==> src/rtl/store_drain_unit_pkg.sv <==
// Shared types for the store drain unit: FSM states, widths and the bus
// write-request record used by both this unit and the core's bus master.
package store_drain_unit_pkg;

   localparam int PHYS_W  = 32;
   localparam int WAYS_N  = 4;
   localparam int WORD_AW = PHYS_W - 2;

   typedef enum logic [2:0] {
      S_IDLE     = 3'd0,
      S_LOOKUP   = 3'd1,
      S_CHECK    = 3'd2,
      S_WRITE    = 3'd3,
      S_BUS_REQ  = 3'd4,
      S_BUS_WAIT = 3'd5,
      S_DONE     = 3'd6
   } drain_state_e;

   typedef struct packed {
      logic [WORD_AW-1:0] addr;
      logic [31:0]        data;
      logic [3:0]         bm;
      logic               io;
   } bus_wreq_t;

endpackage

==> src/rtl/store_drain_unit_if.sv <==
// System-bus write channel between the drain unit (master) and the fabric.
interface store_drain_unit_if;
   import store_drain_unit_pkg::*;

   logic               bus_req_o;
   logic [WORD_AW-1:0] bus_addr_o;
   logic [31:0]        bus_data_o;
   logic [3:0]         bus_bm_o;
   logic               bus_io_o;
   logic               bus_gnt_i;
   logic               bus_ack_i;

   modport master (
      output bus_req_o, bus_addr_o, bus_data_o, bus_bm_o, bus_io_o,
      input  bus_gnt_i, bus_ack_i
   );

   modport slave (
      input  bus_req_o, bus_addr_o, bus_data_o, bus_bm_o, bus_io_o,
      output bus_gnt_i, bus_ack_i
   );

endinterface

==> src/rtl/store_drain_unit.sv <==
// Drains the store buffer head: optional tag probe and cache write on a hit,
// unconditional write-through to the bus, then a one-cycle retire pulse.
module store_drain_unit
   import store_drain_unit_pkg::*;
#(
   parameter int PHYS = PHYS_W,
   parameter int WAYS = WAYS_N
) (
   input  logic                    cpu_clk_i,
   input  logic                    cpu_rst_i,
   input  logic                    store_valid_i,
   input  logic [PHYS-3:0]         store_address_i,
   input  logic [31:0]             store_data_i,
   input  logic [3:0]              store_bm_i,
   input  logic                    store_io_i,
   output logic                    cache_done,
   input  logic                    cache_busy_i,
   output logic                    probe_valid_o,
   output logic [PHYS-3:0]         probe_addr_o,
   input  logic                    probe_hit_i,
   input  logic [$clog2(WAYS)-1:0] probe_way_i,
   output logic                    dwr_en_o,
   output logic [PHYS-3:0]         dwr_addr_o,
   output logic [$clog2(WAYS)-1:0] dwr_way_o,
   output logic [31:0]             dwr_data_o,
   output logic [3:0]              dwr_bm_o,
   output logic                    drain_idle_o,
   output logic [31:0]             stores_drained_o,
   store_drain_unit_if.master      bus
);

   drain_state_e            state_q, state_d;
   bus_wreq_t               hold_q, hold_d;
   logic [$clog2(WAYS)-1:0] way_q, way_d;
   logic [31:0]             cnt_q, cnt_d;
   logic                    done_q, breq_q, idle_q, lookup_q, write_q;

   // Next-state, holding-register and counter logic
   always_comb begin
      state_d = state_q;
      hold_d  = hold_q;
      way_d   = way_q;
      cnt_d   = cnt_q;
      case (state_q)
         S_IDLE: begin
            if (store_valid_i) begin
               hold_d.addr = store_address_i;
               hold_d.data = store_data_i;
               hold_d.bm   = store_bm_i;
               hold_d.io   = store_io_i;
               state_d     = store_io_i ? S_BUS_REQ : S_LOOKUP;
            end else begin
               state_d = S_IDLE;
            end
         end
         S_LOOKUP: begin
            if (!cache_busy_i) state_d = S_CHECK;
            else               state_d = S_LOOKUP;
         end
         S_CHECK: begin
            if (probe_hit_i) begin
               way_d   = probe_way_i;
               state_d = S_WRITE;
            end else begin
               state_d = S_BUS_REQ;
            end
         end
         S_WRITE: begin
            if (!cache_busy_i) state_d = S_BUS_REQ;
            else               state_d = S_WRITE;
         end
         S_BUS_REQ: begin
            if (bus.bus_gnt_i) state_d = S_BUS_WAIT;
            else               state_d = S_BUS_REQ;
         end
         S_BUS_WAIT: begin
            if (bus.bus_ack_i) state_d = S_DONE;
            else               state_d = S_BUS_WAIT;
         end
         S_DONE: begin
            cnt_d   = cnt_q + 32'd1;
            state_d = S_IDLE;
         end
         default: state_d = S_IDLE;
      endcase
   end

   // State, holding registers and registered state-decoded output flags
   always_ff @(posedge cpu_clk_i) begin
      if (cpu_rst_i) begin
         state_q  <= S_IDLE;
         cnt_q    <= 32'd0;
         done_q   <= 1'b0;
         breq_q   <= 1'b0;
         idle_q   <= 1'b1;
         lookup_q <= 1'b0;
         write_q  <= 1'b0;
      end else begin
         state_q  <= state_d;
         hold_q   <= hold_d;
         way_q    <= way_d;
         cnt_q    <= cnt_d;
         done_q   <= (state_d == S_DONE);
         breq_q   <= (state_d == S_BUS_REQ);
         idle_q   <= (state_d == S_IDLE);
         lookup_q <= (state_d == S_LOOKUP);
         write_q  <= (state_d == S_WRITE);
      end
   end

   // The SRAM ports belong to refill whenever busy, so enables are masked in-cycle.
   assign probe_valid_o    = lookup_q & ~cache_busy_i;
   assign dwr_en_o         = write_q & ~cache_busy_i;
   assign probe_addr_o     = hold_q.addr;
   assign dwr_addr_o       = hold_q.addr;
   assign dwr_way_o        = way_q;
   assign dwr_data_o       = hold_q.data;
   assign dwr_bm_o         = hold_q.bm;
   assign cache_done       = done_q;
   assign drain_idle_o     = idle_q;
   assign stores_drained_o = cnt_q;
   assign bus.bus_req_o    = breq_q;
   assign bus.bus_addr_o   = hold_q.addr;
   assign bus.bus_data_o   = hold_q.data;
   assign bus.bus_bm_o     = hold_q.bm;
   assign bus.bus_io_o     = hold_q.io;

endmodule

==> src/flat_wrapper.sv <==
// flat-port wrapper written by rule: the top's interface ports become plain ports
module store_drain_unit_flat import store_drain_unit_pkg::*;
#(
   parameter int PHYS = PHYS_W,
   parameter int WAYS = WAYS_N
)
  (cpu_clk_i, cpu_rst_i, store_valid_i, store_address_i, store_data_i, store_bm_i, store_io_i, cache_done, cache_busy_i, probe_valid_o, probe_addr_o, probe_hit_i, probe_way_i, dwr_en_o, dwr_addr_o, dwr_way_o, dwr_data_o, dwr_bm_o, drain_idle_o, stores_drained_o, bus_bus_req_o, bus_bus_addr_o, bus_bus_data_o, bus_bus_bm_o, bus_bus_io_o, bus_bus_gnt_i, bus_bus_ack_i);
  store_drain_unit_if bus_i ();
  input  logic cpu_clk_i;
  input  logic cpu_rst_i;
  input  logic store_valid_i;
  input  logic [PHYS-3:0] store_address_i;
  input  logic [31:0] store_data_i;
  input  logic [3:0] store_bm_i;
  input  logic store_io_i;
  output logic cache_done;
  input  logic cache_busy_i;
  output logic probe_valid_o;
  output logic [PHYS-3:0] probe_addr_o;
  input  logic probe_hit_i;
  input  logic [$clog2(WAYS)-1:0] probe_way_i;
  output logic dwr_en_o;
  output logic [PHYS-3:0] dwr_addr_o;
  output logic [$clog2(WAYS)-1:0] dwr_way_o;
  output logic [31:0] dwr_data_o;
  output logic [3:0] dwr_bm_o;
  output logic drain_idle_o;
  output logic [31:0] stores_drained_o;
  output wire logic [$bits(bus_i.bus_req_o)-1:0] bus_bus_req_o;
  output wire logic [$bits(bus_i.bus_addr_o)-1:0] bus_bus_addr_o;
  output wire logic [$bits(bus_i.bus_data_o)-1:0] bus_bus_data_o;
  output wire logic [$bits(bus_i.bus_bm_o)-1:0] bus_bus_bm_o;
  output wire logic [$bits(bus_i.bus_io_o)-1:0] bus_bus_io_o;
  input wire logic [$bits(bus_i.bus_gnt_i)-1:0] bus_bus_gnt_i;
  input wire logic [$bits(bus_i.bus_ack_i)-1:0] bus_bus_ack_i;
  assign bus_bus_req_o = bus_i.bus_req_o;
  assign bus_bus_addr_o = bus_i.bus_addr_o;
  assign bus_bus_data_o = bus_i.bus_data_o;
  assign bus_bus_bm_o = bus_i.bus_bm_o;
  assign bus_bus_io_o = bus_i.bus_io_o;
  assign bus_i.bus_gnt_i = bus_bus_gnt_i;
  assign bus_i.bus_ack_i = bus_bus_ack_i;
  store_drain_unit #(.PHYS(PHYS), .WAYS(WAYS)) u_core (.cpu_clk_i(cpu_clk_i), .cpu_rst_i(cpu_rst_i), .store_valid_i(store_valid_i), .store_address_i(store_address_i), .store_data_i(store_data_i), .store_bm_i(store_bm_i), .store_io_i(store_io_i), .cache_done(cache_done), .cache_busy_i(cache_busy_i), .probe_valid_o(probe_valid_o), .probe_addr_o(probe_addr_o), .probe_hit_i(probe_hit_i), .probe_way_i(probe_way_i), .dwr_en_o(dwr_en_o), .dwr_addr_o(dwr_addr_o), .dwr_way_o(dwr_way_o), .dwr_data_o(dwr_data_o), .dwr_bm_o(dwr_bm_o), .drain_idle_o(drain_idle_o), .stores_drained_o(stores_drained_o), .bus(bus_i));
endmodule
==> config.mk <==
export PLATFORM = sky130hd
export DESIGN_NAME = store_drain_unit_flat
export DESIGN_NICKNAME = d
export VERILOG_FILES = /design/src/rtl/store_drain_unit_pkg.sv /design/src/rtl/store_drain_unit_if.sv /design/src/rtl/store_drain_unit.sv /design/src/flat_wrapper.sv
export SDC_FILE = /design/constraint.sdc
export NUM_CORES = 1
export LEC_CHECK = 0
export ABC_CLOCK_PERIOD_IN_PS = 6900
export CAP_MARGIN = 10
export CORE_MARGIN = 2
export CORE_UTILIZATION = 41
export DETAILED_ROUTE_END_ITERATION = 12
export PLACE_DENSITY = 0.93
export RECOVER_POWER = 25
export SLEW_MARGIN = 15
export SYNTH_ARGS = -nofsm -noshare
export SYNTH_HDL_FRONTEND = slang
export SYNTH_SLANG_ARGS = --single-unit
==> constraint.sdc <==
create_clock -name cpu_clk_i -period 6.9 [get_ports cpu_clk_i]
set_input_delay 0.69 -clock cpu_clk_i [delete_from_list [all_inputs] [get_ports cpu_clk_i]]
set_output_delay 0.69 -clock cpu_clk_i [all_outputs]
set_load 0.1 [all_outputs]
== Yosys cells after proc, flatten, opt, wreduce, memory -nomap -nowiden ==
Index checks and enable logic that the tools add are counted.
Cells by class
  add/subtract/negate cells: 1
  equal/unequal tests: 10
  mux-type cells: 8
  bitwise logic cells: 4
  reductions and logical operators: 4
Operators with widths (count)
  $add 32x1->32 const B: 1
  $pmux 3 s6: 1
  $eq 3x3->1 const B: 5
  $mux 3: 4
  $eq 3x2->1 const B: 3
  $eq 3x1->1 const B: 2
  $logic_not 3->1: 2
  $reduce_and 3->1: 2
  $mux 2: 2
  $and 1x1->1: 2
  $not 1->1: 2
  $mux 1: 1
Storage, ports and cells
  register bits: 109
  input port bits: 76
  output and inout port bits: 202
  logic and storage cells: 39

== Logic depth before layout (Yosys ltp) ==
Gate-level depths: netlist (run 1).
  depth after elaboration: 4
  gate-level depth with buffers: 8
  mapped depth without buffers: 6

== Worst setup path before layout (run 1) ==
Ideal clock, no wire load.
  path type: in2reg
  start: input port cpu_rst_i
  end: register u_core.hold_q, in the netlist u_core.bus.bus_addr_o[0] (enable)
  setup time: 0.432 ns
  arrival time: 2.549 ns
  path slack: 3.919 ns
  cell stages on the path: 3
  path through: buf_1 nor2_1 and2_1
Between the ends
  longest elaborated chain between the ends: 2
RTL lines
  start, declared: line flat_wrapper.sv:10  | input logic cpu_rst_i;
  $not 1->1 (no source line)
  $reduce_and 3->1 (no source line)
  end signal, assigned: line store_drain_unit.sv:100  | hold_q <= hold_d;
  end, declared: line store_drain_unit.sv:33  | bus_wreq_t hold_q, hold_d;
No other way between the ends.
A chain may end at the register's enable or synchronous reset.

== Worst setup path in the final report (run 1) ==
  start: input port cpu_rst_i
  end: register u_core.hold_q, in the netlist u_core.bus.bus_bm_o[1] (enable)
The elaborated chain is that of the path after synthesis.

==> results of run 1 <==
==> synth_stat cells, types with 2 or more instances <==
| cell | instances |
|---|---|
| a21oi_1 | 9 |
| and2_1 | 3 |
| and3_1 | 6 |
| and4_1 | 2 |
| buf_2 | 3 |
| buf_4 | 96 |
| clkbuf_1 | 6 |
| dfxtp_1 | 40 |
| edfxtp_1 | 69 |
| inv_1 | 8 |
| nand2_1 | 16 |
| nand3_1 | 11 |
| nand4_1 | 12 |
| nor2_1 | 36 |
| nor2b_1 | 5 |
| nor3_1 | 4 |
| nor3b_1 | 2 |
| o21ai_0 | 7 |
| or2_2 | 3 |
| or3_1 | 5 |
| xnor2_1 | 5 |
| xor2_1 | 21 |
==> cell type report <==
type,count,area (sq um),share of cell area [%]
Clock buffer,11,233,3.27
Tap cell,140,175,2.46
Sequential cell,109,2870,40.4
Inverter,8,30.0,0.422
Multi-Input combinational cell,162,990,13.9
Timing Repair Buffer,279,2780,39.1
Clock inverter,5,27.5,0.387
==> path summary, 6_finish.rpt <==
path         cells past startpoint  slack, ns                                      from                                  endpoint
max                              5       3.72                                 cpu_rst_i          u_core.bus.bus_bm_o[1]$_DFFE_PP_
min                              2       0.51  u_core.stores_drained_o[29]$_SDFFE_PP0N_  u_core.stores_drained_o[29]$_SDFFE_PP0N_
max reg2reg                      5       4.74              u_core.state_q[2]$_SDFF_PP0_  u_core.stores_drained_o[27]$_SDFFE_PP0N_
min reg2reg                      2       0.51  u_core.stores_drained_o[29]$_SDFFE_PP0N_  u_core.stores_drained_o[29]$_SDFFE_PP0N_
==> cell families (layout without fill, tap and decap cells) <==
group	Yosys count	in the layout	share of synthesized area [%]
compound gates	20	20	2.47
mux	2	2	0.457
xor+xnor	26	26	4.89
simple gates	113	113	13.1
fa+ha+maj	1	1	0.269
flops	109	109	61.7
buf+inv	114	303	17.0
==> power groups by stage <==
stage / registers, uW / logic, uW / clock network [uW]
after floorplan: 922 / 292 / 0
after global routing: 752 / 573 / 510
final: 748 / 564 / 469
after CTS: 748 / 573 / 481
after detailed placement: 763 / 573 / 0
after global placement: 760 / 568 / 0
==> state kept, by name, indices dropped and copies added (netlist names), 2 cells and up <==
signal / cells
u_core.dwr_way_o: 2
u_core.state_q: 3
u_core.bus.bus_bm_o: 4
u_core.bus.bus_addr_o: 30
u_core.bus.bus_data_o: 32
u_core.stores_drained_o: 32
==> worst register-to-register path, stage by stage (launching register included) <==
cell,delay (ns)
dfxtp_1,0.55
nand4b_1,0.23
nor2_1,0.50
nand3_2,0.27
or3_1,0.40
a21oi_1,0.14
==> routing by layer <==
metal  vias to the layer above  wire, microns
met4                         0            218
met5                         -              0
met2                       157           7790
met3                        21            815
li1                       1589              -
met1                      1666           4980
==> per-stage QoR <==
stage / instance area, sq um / instances / utilization [%] / setup slack (ns)
after floorplan: 4650 / 385 / - / 3.92
after global placement: 6860 / 698 / 62.7 / 3.77
after detailed placement: 6860 / 698 / 62.7 / 3.72
after CTS: 7120 / 714 / 65.1 / 3.73
after global routing: 7110 / 714 / 65.0 / 3.65
final: 7110 / 714 / 65.0 / 3.72
==> results by group, run 1 <==
Floorplanning
  • Die Y: 111 microns
  • Initial core utilization: 42.6%
  • Die Area: 12200 sq um
  • I/O pin count: 278
  • # rows: 38
  • Die Wd: 111 microns
  • Core ar.: 10900 sq um

Yosys
  • Ys async rst share: 0%
  • Yosys top cell by area: edfxtp_1
  • Synth warn: 0
  • Yosys top cell area share: 44.5%
  • Mean Syn Cell Area: 12.1 sq um
  • Cells after Synth: 385
  • Post-synth EDFFs: 69
  • Register area share after synthesis: 61.7%
  • Main synth FF type: edfxtp_1
  • Post-synth design cell area: 4650 sq um
  • Flops & latches, synth: 109
  • Top cells by area, synth: edfxtp_1 (45%), dfxtp_1 (17%), buf_4 (15%), xor2_1 (4.0%), nor2_1 (2.9%)
  • Mapped Nets: 462
  • Yosys cell types: 38

Worst setup path
  • Worst EP arrival: 3.16 ns
  • Worst path cell trace: dlygate4sd3_1 -> clkbuf_1 -> nor2_1 -> and2_2 -> buf_4
  • Setup Crit Path Kind: in2reg
  • Largest stage delay, worst path: 1.13 ns
  • Crit-path max FO: 67
  • Startpoint type of the worst setup path: input pin
  • Buf+Inv Stages, Crit Path: 3
  • Worst setup EP type: register
  • CP max stage cell: clkbuf_1
  • Delay-heaviest family, CP: buffers and inverters
  • Worst EP required: 6.88 ns

Run status
  • Status: finished with violations
  • Failing checks: max-capacitance violations, max-slew violations

Route
  • DR WL/cell: 19.3 microns
  • Drt first-iter violations: 126
  • DR vias: 3433
  • Post-route ant nets: 0
  • Vias per inst: 4.81
  • First-pass DRT Iterations: 4
  • Routed Wire Length: 13800 microns
  • Detailed-route DRC error count: 0

Clocking
  • CTS tree: yes
  • Clk buf depth: 2
  • Worst-path clk slew: 0.07 ns
  • Post-CTS Resized: 0
  • Hold_buf cts: 0
  • Post-CTS Setup Inserts: 0
  • H-tree depth: 3
  • CTS Buf Count: 9
  • Root Driver: clkbuf_16
  • Sink Count: 109
  • Worst skew pair latency: 0.34 ns

Global routing
  • Number of global-route vias before repair: 3451
  • Largest net degree at the start of global routing: 68
  • Most crowded layer after global routing: met2
  • Total track usage: 22.3%
  • Met1 Usage GRT: 24.4%
  • Initial antenna violation count: 0
  • Total congestion overflow: 0
  • Met2 Usage GRT: 42.2%
  • First-pass GRT wire length: 20900 microns
  • Met3 Use GR: 6.92%

Timing
  • Slew @ Worst Pin: 1.57 ns
  • Clk_skew: 0.00793 ns
  • Period utilization: 46.1%
  • Fmax: 0.314 GHz
  • Crit path time final: 3.18 ns
  • Slew Viols, Final: 36
  • Total negative setup slack: 0 ns
  • Final setup viols: 0
  • Final Hold Fails: 0
  • Relative slew slack: -4.46%
  • Hold_ws: 0.514 ns
  • Unrepaired setup endpoints after global routing: no

Power
  • Pwr Density: 250 nW/um^2
  • Worst vdd ir: 131 uV
  • Tot Pwr: 1780 uW
  • Leakage power total: 0.00255 uW
  • Flop pwr share: 42.0%
  • Switch Pwr: 690 uW
  • Sw Ratio: 38.7%
  • Internal cell power: 1090 uW
  • Clock Power Share: 26.3%
  • Power share of the combinational group: 31.6%

Final layout
  • Share of layout cells above drive strength 1: 4.18%
  • Antenna diode count: 0
  • Nets: 646
  • Area delta synth->final: 52.8%
  • Most frequent cells in the layout: clkdlybuf4s50_1 (207), dlygate4sd3_1 (70), edfxtp_1 (69)
  • Commonest non-fill, non-tap cell in the layout: clkdlybuf4s50_1
  • Filler cells: 804

Place
  • DPL Wire Length: 11100 microns
  • RePlAce Congestion: 0.913
  • Port Buffer Count: 277

Flow run
  • Max Cap Viol: 1

Min path
  • Hold WC Path Type: reg2reg
No activity file was read; power rests on OpenSTA's default activity.
==> run 2, diff against run 1 <==
--- a/config.mk
+++ b/config.mk
@@ -5,12 +5,12 @@
 export SDC_FILE = /design/constraint.sdc
 export NUM_CORES = 1
 export LEC_CHECK = 0
-export ABC_CLOCK_PERIOD_IN_PS = 6900
+export ABC_CLOCK_PERIOD_IN_PS = 2730
 export CAP_MARGIN = 10
 export CORE_MARGIN = 2
-export CORE_UTILIZATION = 41
+export CORE_UTILIZATION = 34
 export DETAILED_ROUTE_END_ITERATION = 12
-export PLACE_DENSITY = 0.93
+export PLACE_DENSITY = 0.83
 export RECOVER_POWER = 25
 export SLEW_MARGIN = 15
 export SYNTH_ARGS = -nofsm -noshare
==> constraint.sdc (replaced) <==
create_clock -name cpu_clk_i -period 2.73 [get_ports cpu_clk_i]
set_input_delay 0.273 -clock cpu_clk_i [delete_from_list [all_inputs] [get_ports cpu_clk_i]]
set_output_delay 0.273 -clock cpu_clk_i [all_outputs]
set_load 0.1 [all_outputs]
==> run 2 against run 1 <==
The flow now finishes without violations. Die area grew 20%. Non-clock buffer count grew 6. Global-route usage shrank 5.7 points. Sequential share of layout area grew 2.8 points. Critical path depth is the same. Register-to-register slack lost 4.0 ns. Highest routed layer unchanged.
==> results by group, run 2 (synthesized netlist as in run 1, its figures left out) <==
Timing
  • Slew @ Worst Pin: 1.25 ns
  • Slew Viols, Final: 0
  • Relative slew slack: 17.1%
  • Final setup viols: 0
  • Total negative setup slack: 0 ns
  • Crit path time final: 1.98 ns
  • Period utilization: 72.4%
  • Clk_skew: 0.00643 ns
  • Unrepaired setup endpoints after global routing: no
  • Fmax: 0.506 GHz
  • Final Hold Fails: 0

Global routing
  • First-pass GRT wire length: 18100 microns
  • Total congestion overflow: 0
  • Initial antenna violation count: 1
  • Number of global-route vias before repair: 3204
  • Total track usage: 16.7%
  • Largest net degree at the start of global routing: 35

Clocking
  • Hold_buf cts: 0
  • CTS tree: yes
  • Sink Count: 109
  • H-tree depth: 3
  • Root Driver: clkbuf_16
  • Worst skew pair latency: 0.35 ns
  • Clk buf depth: 2
  • Worst-path clk slew: 0.07 ns
  • CTS Buf Count: 9
  • Post-CTS Resized: 0
  • Post-CTS Setup Inserts: 0

Route
  • Detailed-route DRC error count: 0
  • Routed Wire Length: 12900 microns
  • DR WL/cell: 17.1 microns
  • Post-route ant nets: 0
  • Vias per inst: 4.52
  • DR vias: 3424
  • Drt first-iter violations: 167
  • First-pass DRT Iterations: 5

Worst setup path
  • Largest stage delay, worst path: 0.47 ns
  • Startpoint type of the worst setup path: register
  • Worst EP arrival: 2.26 ns
  • Crit-path max FO: 9
  • Worst path cell trace: nand4_4 -> nor4_4 -> nand3_2 -> or3_1 -> a21oi_1
  • Setup Crit Path Kind: reg2reg
  • Worst EP required: 3.01 ns
  • Reg2reg path depth: 5
  • CP max stage cell: dfxtp_1
  • Worst setup EP type: register

Run status
  • Status: completed

Final layout
  • Most frequent cells in the layout: buf_4 (183), dlygate4sd3_1 (69), edfxtp_1 (69)
  • Nets: 652
  • Commonest non-fill, non-tap cell in the layout: buf_4
  • Share of layout cells above drive strength 1: 36.0%
  • Area delta synth->final: 42.9%
  • Final Cell Area: 6650 sq um
  • Filler cells: 1207
  • Area of the multi-input gates: 990 sq um
  • Reg area: 2870 sq um

Floorplanning
  • I/O pin count: 278
  • Core ar.: 13300 sq um
  • Die Area: 14600 sq um
  • Die Wd: 121 microns
  • Initial core utilization: 35.0%
  • # rows: 42
  • Die Y: 121 microns

Power
  • Sw Ratio: 39.4%
  • Switch Pwr: 1760 uW
  • Flop pwr share: 42.2%
  • Worst vdd ir: 234 uV
  • Pwr Density: 673 nW/um^2
  • Clock Power Share: 27.2%
  • Internal cell power: 2710 uW
  • Power share of the combinational group: 30.6%
  • Leakage power total: 0.00272 uW

Place
  • RePlAce Congestion: 0.846
  • Area after DPL: 6460 sq um
  • Port Buffer Count: 277
  • DPL Wire Length: 10400 microns

Flow run
  • Max Cap Viol: 0

Min path
  • Hold Crit Depth: 2
  • Hold WC Path Type: reg2reg
## run 2: critical path, delay by kind of cell, from the launching register on
family           cells  cell delay (ns)
AND/OR/NAND/NOR      4             1.29
flip-flops           1             0.47
AO/OA/AOI/OAI        1             0.15
## run 2: power groups by stage
stage	sequential, uW	clock, uW	combinational (uW)
after floorplan	2330	0	738
after global placement	1930	0	1400
after detailed placement	1930	0	1410
after CTS	1890	1260	1410
after global routing	1900	1310	1400
final	1890	1220	1370
## run 2: layout make-up
type	count	area share, %
antenna	1	0.0376
clock buffer	9	3.39
clock inverter	7	0.734
inverter	8	0.452
multi-input combinational	162	14.9
sequential	109	43.2
tap	176	3.31
timing repair buffer	285	34.0
## run 2: worst paths after layout
check                                                start                                  endpoint  slack (ns)
setup / recovery   u_core.stores_drained_o[6]$_SDFFE_PP0N_  u_core.stores_drained_o[27]$_SDFFE_PP0N_        0.75
hold / removal    u_core.stores_drained_o[31]$_SDFFE_PP0N_  u_core.stores_drained_o[31]$_SDFFE_PP0N_        0.50
setup reg to reg   u_core.stores_drained_o[6]$_SDFFE_PP0N_  u_core.stores_drained_o[27]$_SDFFE_PP0N_        0.75
hold reg to reg   u_core.stores_drained_o[31]$_SDFFE_PP0N_  u_core.stores_drained_o[31]$_SDFFE_PP0N_        0.50
## run 2: through the flow
stage	power (uW)	hold WS (ns)	utilization [%]	cells	setup WS, ns
5_1_grt	4610	0.525	50.0	757	0.540
4_1_cts	4560	0.452	50.7	756	0.749
3_5_place_dp	3340	0.495	48.6	740	0.633
2_1_floorplan	3070	0.372	-	385	0.0238
6_report	4480	0.501	50.0	757	0.754
3_3_place_gp	3330	0.475	48.6	740	0.637
## run 2: per-layer routing
layer / global-route usage, % / up-vias / wire, microns
met5: 0 / - / 0
met1: 16.6 / 1640 / 4330
met4: 7.78 / 0 / 338
li1: - / 1604 / -
met3: 4.32 / 23 / 1040
met2: 31.8 / 157 / 7230
==> run 3, diff against run 2 <==
--- a/config.mk
+++ b/config.mk
@@ -5,12 +5,12 @@
 export SDC_FILE = /design/constraint.sdc
 export NUM_CORES = 1
 export LEC_CHECK = 0
-export ABC_CLOCK_PERIOD_IN_PS = 2730
+export ABC_CLOCK_PERIOD_IN_PS = 1900
 export CAP_MARGIN = 10
 export CORE_MARGIN = 2
-export CORE_UTILIZATION = 34
+export CORE_UTILIZATION = 38
 export DETAILED_ROUTE_END_ITERATION = 12
-export PLACE_DENSITY = 0.83
+export PLACE_DENSITY = 0.87
 export RECOVER_POWER = 25
 export SLEW_MARGIN = 15
 export SYNTH_ARGS = -nofsm -noshare
==> constraint.sdc (replaced) <==
create_clock -name cpu_clk_i -period 1.9 [get_ports cpu_clk_i]
set_input_delay 0.19 -clock cpu_clk_i [delete_from_list [all_inputs] [get_ports cpu_clk_i]]
set_output_delay 0.19 -clock cpu_clk_i [all_outputs]
set_load 0.1 [all_outputs]
==> run 3 against run 2 <==
Critical path depth is the same. Clock skew increased by 0.0022 ns. Power rose by 44%. Flip-flop and latch count unchanged.
==> results by group, run 3 (synthesized netlist as in run 1, its figures left out) <==
Clocking
  • CTS Buf Count: 9
  • Post-CTS Resized: 0
  • Worst skew pair latency: 0.35 ns
  • Root Driver: clkbuf_16
  • Clk buf depth: 2
  • Sink Count: 109
  • Post-CTS Setup Inserts: 0
  • H-tree depth: 3
  • Worst-path clk slew: 0.07 ns
  • Hold_buf cts: 0
  • CTS tree: yes

Global routing
  • Total track usage: 18.8%
  • Total congestion overflow: 0
  • First-pass GRT wire length: 18400 microns
  • Initial antenna violation count: 3
  • Number of global-route vias before repair: 3245
  • Largest net degree at the start of global routing: 35

Worst setup path
  • Crit path from: u_core.state_q[1]$_SDFF_PP0_
  • Largest stage delay, worst path: 0.51 ns
  • CP max stage cell: dfxtp_1
  • Reg2reg path depth: 5
  • CP endpoint: u_core.stores_drained_o[31]$_SDFFE_PP0N_
  • Worst EP arrival: 2.00 ns
  • Crit Reg-Reg Startpoint: u_core.state_q[1]$_SDFF_PP0_
  • Worst path cell trace: nand4b_1 -> nor2_1 -> nand3_2 -> or3_1 -> a21oi_1
  • Startpoint type of the worst setup path: register
  • Reg2reg end: u_core.stores_drained_o[31]$_SDFFE_PP0N_
  • Setup Crit Path Kind: reg2reg
  • Crit-path max FO: 10
  • Worst setup EP type: register
  • Worst R2R Setup Slack: 0.18 ns
  • Worst EP required: 2.18 ns

Floorplanning
  • Die Wd: 115 microns
  • Core ar.: 12000 sq um
  • Die Y: 115 microns
  • I/O pin count: 278
  • Initial core utilization: 38.9%
  • Die Area: 13100 sq um
  • # rows: 40

Timing
  • Final setup viols: 0
  • Unrepaired setup endpoints after global routing: no
  • Period utilization: 90.7%
  • Hold_ws: 0.458 ns
  • Fmax: 0.580 GHz
  • Final Hold Fails: 0
  • Slew Viols, Final: 0
  • Total negative setup slack: 0 ns
  • Slew @ Worst Pin: 0.571 ns
  • Relative slew slack: 62.1%
  • Clk_skew: 0.00863 ns
  • Crit path time final: 1.72 ns

Run status
  • Status: completed

Route
  • Drt first-iter violations: 109
  • Post-route ant nets: 0
  • DR WL/cell: 17.6 microns
  • Detailed-route DRC error count: 0
  • DR vias: 3432
  • Routed Wire Length: 12900 microns
  • Vias per inst: 4.68
  • First-pass DRT Iterations: 4

Final layout
  • Most frequent cells in the layout: buf_4 (186), dlygate4sd3_1 (69), edfxtp_1 (69)
  • Nets: 656
  • Filler cells: 971
  • Area delta synth->final: 45.6%
  • Final Cell Area: 6780 sq um
  • Share of layout cells above drive strength 1: 45.5%
  • Util after Layout: 56.6%
  • Commonest non-fill, non-tap cell in the layout: buf_4

Place
  • Port Buffer Count: 277
  • RePlAce Congestion: 0.855
  • Area after DPL: 6550 sq um
  • DPL Wire Length: 10400 microns

Power
  • Worst vdd ir: 418 uV
  • Leakage power total: 0.00284 uW
  • Pwr Density: 953 nW/um^2

Min path
  • Hold WC Path Type: in2reg

Flow run
  • Max Cap Viol: 0
run 3: metrics by stage:
| step | setup WS [ns] | total power [uW] | std cells |
|---|---|---|---|
| 5_1_grt | 0.0262 | 6660 | 734 |
| 6_report | 0.177 | 6460 | 734 |
| 3_5_place_dp | 0.0241 | 4770 | 715 |
| 4_1_cts | 0.108 | 6550 | 731 |
| 3_3_place_gp | 0.154 | 4750 | 715 |
| 2_1_floorplan | 0.00416 | 4380 | 385 |
run 3: worst min path at each step:
stage / slack, ns / startpoint / end / cells after the start
floorplan: 0.29 / store_address_i[0] / u_core.bus.bus_addr_o[0]$_DFFE_PP_ / 0
global placement: 0.47 / u_core.stores_drained_o[31]$_SDFFE_PP0N_ / u_core.stores_drained_o[31]$_SDFFE_PP0N_ / 2
detailed placement: 0.49 / u_core.stores_drained_o[27]$_SDFFE_PP0N_ / u_core.stores_drained_o[27]$_SDFFE_PP0N_ / 2
CTS: 0.38 / store_bm_i[3] / u_core.bus.bus_bm_o[3]$_DFFE_PP_ / 1
global route: 0.45 / store_data_i[3] / u_core.bus.bus_data_o[3]$_DFFE_PP_ / 1
finish: 0.46 / store_data_i[19] / u_core.bus.bus_data_o[19]$_DFFE_PP_ / 1
run 3: worst max-delay path: cells and delay by family (launching register included):
family,cells,cell delay [ns]
simple gates,4,0.99
compound gates,1,0.15
flops,1,0.51
run 3: area by class of cell:
class | count | area [sq um] | share of cell area [%]
tap | 147 | 184 | 2.71
clock buffer | 13 | 260 | 3.84
antenna | 3 | 7.51 | 0.111
sequential | 109 | 2950 | 43.6
clock inverter | 3 | 18.8 | 0.277
inverter | 8 | 30.0 | 0.443
multi-input combinational | 162 | 991 | 14.6
timing repair buffer | 289 | 2330 | 34.4
run 3: per-layer routing:
metal	share of wire (%)	track usage, %	up-vias
li1	-	-	1616
met1	35	20.0	1650
met2	56	34.8	141
met3	6.1	4.71	25
met4	2.9	8.86	0
met5	0	0	-
run 3: where the power goes:
part | internal [uW] | leakage (uW) | total [uW] | switching, uW
Clock | 963 | 0.000140 | 1790 | 823
Sequential | 2610 | 0.000981 | 2690 | 76.5
Combinational | 380 | 0.00172 | 1980 | 1600
